$ cat config.mk
export PLATFORM = sky130hd
export DESIGN_NAME = mem_arbiter
export DESIGN_NICKNAME = d
export VERILOG_FILES = /design/src/rtl/mem_arbiter.sv
export SDC_FILE = /design/constraint.sdc
export NUM_CORES = 1
export LEC_CHECK = 0
export BUFFER_PORTS_ARGS = -buffer_cell sky130_fd_sc_hd__buf_2
export CAP_MARGIN = 20
export CORE_MARGIN = 2
export CORE_UTILIZATION = 46
export CTS_CLUSTER_DIAMETER = 80
export CTS_CLUSTER_SIZE = 20
export DETAILED_ROUTE_END_ITERATION = 16
export PLACE_DENSITY_LB_ADDON = 0.08
export SLEW_MARGIN = 10
export SYNTH_ARGS = -nofsm -noshare
export SYNTH_HDL_FRONTEND = slang
export SYNTH_SLANG_ARGS = --single-unit
export TNS_END_PERCENT = 5
$ cat constraint.sdc
create_clock -name clk -period 4.69 [get_ports clk]
set_input_delay 0.7035 -clock clk [delete_from_list [all_inputs] [get_ports clk]]
set_output_delay 0.7035 -clock clk [all_outputs]
set_load 0.03 [all_outputs]
$ cat src/rtl/mem_arbiter.sv
// Shares one memory port between instruction fetch and data access. Data
// requests win, but only for a bounded burst while a fetch is waiting.
module mem_arbiter #(
    parameter int AW          = 32,
    parameter int DW          = 32,
    parameter int MAX_D_BURST = 4
) (
    input  logic          clk,
    input  logic          reset,
    input  logic          i_req,
    input  logic [AW-1:0] i_addr,
    output logic [DW-1:0] i_rdata,
    output logic          i_ack,
    input  logic          d_req,
    input  logic          d_we,
    input  logic [AW-1:0] d_addr,
    input  logic [DW-1:0] d_wdata,
    output logic [DW-1:0] d_rdata,
    output logic          d_ack,
    output logic          mem_req,
    output logic          mem_we,
    output logic [AW-1:0] mem_addr,
    output logic [DW-1:0] mem_wdata,
    input  logic [DW-1:0] mem_rdata,
    input  logic          mem_ready,
    output logic          stallF,
    output logic          stallM
);

    localparam int SW = $clog2(MAX_D_BURST + 1);
    localparam logic [SW-1:0] STREAK_MAX = SW'(MAX_D_BURST);

    typedef enum logic [1:0] {IDLE, BUSY_I, BUSY_D, DONE} state_t;

    state_t        r_state;
    state_t        w_next;
    logic [SW-1:0] r_dStreak;
    logic [AW-1:0] r_addr;
    logic          r_we;
    logic [DW-1:0] r_wdata;
    logic          r_ownerD;
    logic [DW-1:0] r_iRdata;
    logic [DW-1:0] r_dRdata;
    logic          w_grantD;
    logic          w_grantI;
    logic          w_busy;

    always_ff @(posedge clk or posedge reset) begin
        if (reset)
            r_state <= IDLE;
        else
            r_state <= w_next;
    end

    // A data request is refused only when a fetch waits and the burst is used up.
    always_comb begin
        w_next   = r_state;
        w_grantD = 1'b0;
        w_grantI = 1'b0;
        case (r_state)
            IDLE: begin
                if (d_req && (!i_req || (r_dStreak < STREAK_MAX))) begin
                    w_grantD = 1'b1;
                    w_next   = BUSY_D;
                end else if (i_req) begin
                    w_grantI = 1'b1;
                    w_next   = BUSY_I;
                end
            end
            BUSY_I, BUSY_D: begin
                if (mem_ready)
                    w_next = DONE;
            end
            DONE:    w_next = IDLE;
            default: w_next = IDLE;
        endcase
    end

    assign w_busy = (r_state == BUSY_I) || (r_state == BUSY_D);

    always_ff @(posedge clk or posedge reset) begin
        if (reset) begin
            r_dStreak <= '0;
            r_addr    <= '0;
            r_we      <= 1'b0;
            r_wdata   <= '0;
            r_ownerD  <= 1'b0;
            r_iRdata  <= '0;
            r_dRdata  <= '0;
        end else begin
            if (w_grantD) begin
                r_addr    <= d_addr;
                r_we      <= d_we;
                r_wdata   <= d_wdata;
                r_ownerD  <= 1'b1;
                r_dStreak <= i_req ? r_dStreak + 1'b1 : '0;
            end else if (w_grantI) begin
                r_addr    <= i_addr;
                r_we      <= 1'b0;
                r_wdata   <= '0;
                r_ownerD  <= 1'b0;
                r_dStreak <= '0;
            end
            // Stores complete without touching the load-data register.
            if (w_busy && mem_ready) begin
                if (!r_ownerD)
                    r_iRdata <= mem_rdata;
                else if (!r_we)
                    r_dRdata <= mem_rdata;
            end
        end
    end

    assign mem_req   = w_busy;
    assign mem_we    = r_we && (r_state == BUSY_D);
    assign mem_addr  = r_addr;
    assign mem_wdata = r_wdata;
    assign i_ack     = (r_state == DONE) && !r_ownerD;
    assign d_ack     = (r_state == DONE) && r_ownerD;
    assign i_rdata   = r_iRdata;
    assign d_rdata   = r_dRdata;
    assign stallF    = i_req & ~i_ack;
    assign stallM    = d_req & ~d_ack;

endmodule

# Word-level counts from Yosys, hierarchy flattened
# Index checks and enable logic that the tools add are counted.
[totals]
register_bits = 135
in_bits = 134
output_inout_bits = 134
wordCells = 55
[op_classes]
n_addsub = 1
n_lt_le_gt_ge = 1
n_eq_ne = 5
muxes = 19
bitwise_logic = 6
reduce_logical = 15
[ops]
columns = ["operator", "count"]
rows = [
  ["32-bit two-way mux", 4],
  ["3-bit two-way mux", 3],
  ["1-bit two-way mux", 8],
  ["2-bit two-way mux", 3],
  ["2-bit case mux with 3 select lines", 1],
  ["1-bit logical AND", 5],
  ["2-bit equality test (second input constant)", 2],
  ["1-bit inverter", 4],
  ["2-bit AND reduction", 2],
  ["3-bit by 1-bit adder with 3-bit output (second input constant)", 1],
  ["3-bit < comparator (second input constant)", 1],
  ["3-bit != test (second input constant)", 1],
  ["3-bit AND reduction", 1],
  ["1-bit bitwise AND", 2],
  ["2-bit by 1-bit equality test with 1-bit output (second input constant)", 1],
  ["1-bit zero test", 2],
  ["2-bit zero test", 1],
  ["1-bit logical OR", 2],
  ["2-bit != test (second input constant)", 1],
  ["2-bit nonzero test", 1],
  ["2-bit OR reduction", 1],
]

# Logic depth before layout (Yosys ltp)
[logic_depth]
word_depth = 7
mapped_depth = 8
depth_no_buf = 5

# Least setup slack after synthesis
# No wires, ideal clock.
[synth_path]
path_type = "register to output"
start = "register r_state[0]"
end = "output port stallF"
arrival_time_ns = 1.334
t_required_ns = 3.987
setup_slack_ns = 2.652
stages_incl_launch_ff = 4
path_buffers = 0
cell_sequence = "dfrtp_1 > ha_1 > and2b_1 > nor2b_1"
[synth_between]
elab_chain_cells = 4
[synth_lines]
columns = ["element", "line", "source"]
rows = [
  ["start: declaration", "35", "state_t r_state;"],
  ["start signal: assignment", "52", "r_state <= w_next;"],
  ["2-bit equality test", "118", "assign i_ack = (r_state == DONE) && !r_ownerD;"],
  ["1-bit logical AND", "118", ""],
  ["via i_ack", "13", "output logic i_ack,"],
  ["1-bit inverter", "122", "assign stallF = i_req & ~i_ack;"],
  ["1-bit bitwise AND", "122", ""],
  ["end: declaration", "26", "output logic stallF,"],
]
# The timed path passes the listed nets, and every way through them passes these cells.

# Worst setup path in the final report
[layout_path]
start = "register r_state[0]"
end = "register r_iRdata[25], in the netlist i_rdata[25]"
[layout_between]
elab_chain_cells = 4
word_cells_on_any_way = 5
cone_classes = "eq/ne: 2; reduce/logical: 3"
[layout_lines]
columns = ["element", "line", "source"]
rows = [
  ["2-bit by 1-bit equality test with 1-bit output or 2-bit equality test (tied branches)", "79", "assign w_busy = (r_state == BUSY_I) || (r_state == BUSY_D);"],
  ["1-bit logical OR (*)", "79", ""],
  ["1-bit logical AND (*)", "105", "if (w_busy && mem_ready) begin"],
  ["2-bit AND reduction (no source line) (*)", "n/a", ""],
  ["end signal: assignment", "107", "r_iRdata <= mem_rdata;"],
  ["end: declaration", "42", "logic [DW-1:0] r_iRdata;"],
]
# Every way passes the cells marked *; elsewhere a longest branch is shown, timed or not.
# A chain may end at the register's enable or synchronous reset.

==> flow_summary.ini <==
[worst_setup_path]
crit_type = reg -> reg
cp_data_arrival_time_ns = 2.61
crit_path_max_fanout = 32
start_kind = flop
worstSetupEndpointType = flop
required_ns = 4.98

[synthesis]
ys_types = 31
synth_warnings = 0
ys_seq_area_share_pct = 60.3
synth_nets = 495
ys_ff_latch = 135
syn_area_per_cell_sq_um = 15.7
syn_inst = 357
synth.cell_area_sq_um = 5600

[global_route]
antenna_found_initial = 1
grt_pass1_vias = 4237
gr-usage-all-layers_pct = 21.0
grt_overflow = 0
grt_max_degree = 104
grt_pass1_wl_um = 21100

[placed_design]
numPortBuffers = 267
place.gp.congestion = 0.724
dpl.hpwl_um = 9250
dpl.cell_count = 750

[timing]
slew_viol_final = 0
rsz0062_at_grt = false
tns_ns = 0
fin_skew_ns = 0.00991
period_needed_ns = 2.32
maxSlewHeadroom_pct = 38.3
worst_pin_slew_ns = 0.921
max_freq_ghz = 0.432
hold_viol = 0
post-route-period-util_pct = 49.4
final-setup-viol-count = 0

[cells_and_area]
num-nets-final = 760
antenna-diode-count = 0
drive_gt1_share_pct = 62.7
fin_cells = 782
area_growth_pct = 34.3

[die]
dieWidth_um = 114
io_pins = 268
coreArea_sq_um = 12000
start_util_pct = 46.8
die_area_sq_um = 13100
die_h_um = 114
rows = 40

[drt]
wl_um = 13500
drtIter0Drc = 295
drc_errors = 0
num_vias = 4021
routedWlPerCell_um = 17.3
drt-vias-per-instance = 5.14
antenna_left = 0
dr.pass1.iters = 4

[clock_network]
postCtsSetupRepairBufs = 0
cts_resized = 0
root_buffer = clkbuf_16
postCtsHoldBufs = 0
cts_max_level = 4
cts_tree = built
clk_pin_slew_ns = 0.06
clock_path_buffers = 2
cts.sinks = 135
insertion_delay_ns = 0.42
cts_buffers = 17

[hold_path]
min_path_type = in -> async

[pwr]
irDropWorstVdd_v = 0.000395
power.leakage_uw = 0.00388
power_per_cell_area_nw_per_um2 = 864

[flow_run]
cap_violations = 0

[status]
outcome = finished clean
worst paths after layout:
check	start	endpoint	cells after the start	slack [ns]
max in group asynchronous	reset	i_rdata[31]	3	3.17
worst min register to register	mem_wdata[2]	mem_wdata[2]	1	0.50
min in group clk	mem_wdata[2]	mem_wdata[2]	1	0.50
worst min-delay path	reset	mem_addr[5]	2	0.48
worst max register to register	r_state[0]	i_rdata[25]	4	2.37
worst max-delay path	r_state[0]	i_rdata[25]	4	2.37
power breakdown:
group          switching [uW]  internal (uW)
Combinational            1920           1250
Sequential                289           1730
Clock                     520            799
per-layer routing:
layer / vias to the layer above / GRT usage (%) / part of all wire [%]
li1: 1850 / - / -
met1: 1980 / 26.4 / 42
met2: 166 / 34.1 / 49
met3: 25 / 5.93 / 6.6
met4: 0 / 8.78 / 1.9
met5: - / 0 / 0
cell usage after synthesis:
cell type	instances	area share, %
a22o_1	36	5.6
a21oi_2	1	0.16
and2b_1	1	0.13
a211oi_1	1	0.13
o211ai_4	1	0.38
clkbuf_1	1	0.067
buf_2	5	0.45
a21bo_2	2	0.36
nor2_1	2	0.13
mux2_4	30	8.0
nand4b_4	1	0.42
nand2b_1	21	2.3
o221a_2	21	4.2
o21ai_4	1	0.29
a21o_4	1	0.27
a21oi_1	2	0.18
nor2b_1	1	0.11
inv_1	5	0.34
o22ai_1	2	0.22
ha_1	4	0.89
and2_1	2	0.22
or2b_1	12	1.6
o221a_1	11	2.2
dfrtp_1	135	60
mux2_2	35	7.0
nand2_2	1	0.11
nand3b_2	1	0.20
buf_6	13	2.6
nand2_1	2	0.13
nor3b_1	1	0.13
buf_4	5	0.67
metrics by stage:
step	area, sq um	worst slack, ns	util [%]	hold slack, ns	power, uW
CTS	7530	2.31	62.9	0.486	6570
global placement	6940	2.35	58.0	0.482	5170
global route	7530	2.16	62.9	0.496	6850
detailed placement	6940	2.31	58.0	0.488	5230
floorplan	5600	0.375	-	0.477	4410
finish	7530	2.37	62.9	0.484	6500
sequential cells by signal, summed over array words and instances, names as in the netlist:
signal / cells
r_we: 1
mem_addr: 32
r_state: 2
r_dStreak: 3
mem_wdata: 32
d_rdata: 32
r_ownerD: 1
i_rdata: 32
layout make-up:
class | count | area (sq um)
multi-input combinational | 193 | 1990
tap | 147 | 184
inverter | 5 | 23.8
timing repair buffer | 270 | 1360
fill | 966 | 4440
sequential | 135 | 3380
clock buffer | 18 | 439
clock inverter | 14 | 149
critical path, cell delays in order, from the launching register on:
cell,delay [ns]
dfrtp_1,0.39
inv_1,0.08
ha_1,0.44
nand3b_2,0.71
mux2_2,0.56
cell usage in the layout (no fill, tap or decap), drive strengths merged, types with 2 or more instances in the layout:
master | synthesis | layout
clkinvlp | 0 | 4
nor2 | 2 | 2
a21oi | 3 | 3
or2b | 12 | 12
ha | 4 | 4
mux2 | 65 | 65
inv | 5 | 8
dfrtp | 135 | 135
nand2b | 21 | 21
bufinv | 0 | 2
buf | 23 | 270
o221a | 32 | 32
clkinv | 0 | 5
o22ai | 2 | 2
nand2 | 3 | 3
and2 | 2 | 2
a21bo | 2 | 2
clkbuf | 1 | 18
a22o | 36 | 36
cell families (layout without fill, tap and decap cells):
group | count (synthesis) | count (layout) | synth area share [%]
DFF | 135 | 135 | 60.3
AOI/OAI and AO/OA | 79 | 79 | 14.0
muxes | 65 | 65 | 15.1
and+or+nand+nor | 45 | 45 | 5.56
buffers and inverters | 29 | 307 | 4.13
adders and majority gates | 4 | 4 | 0.893
Power figures use the tool's default switching activity.
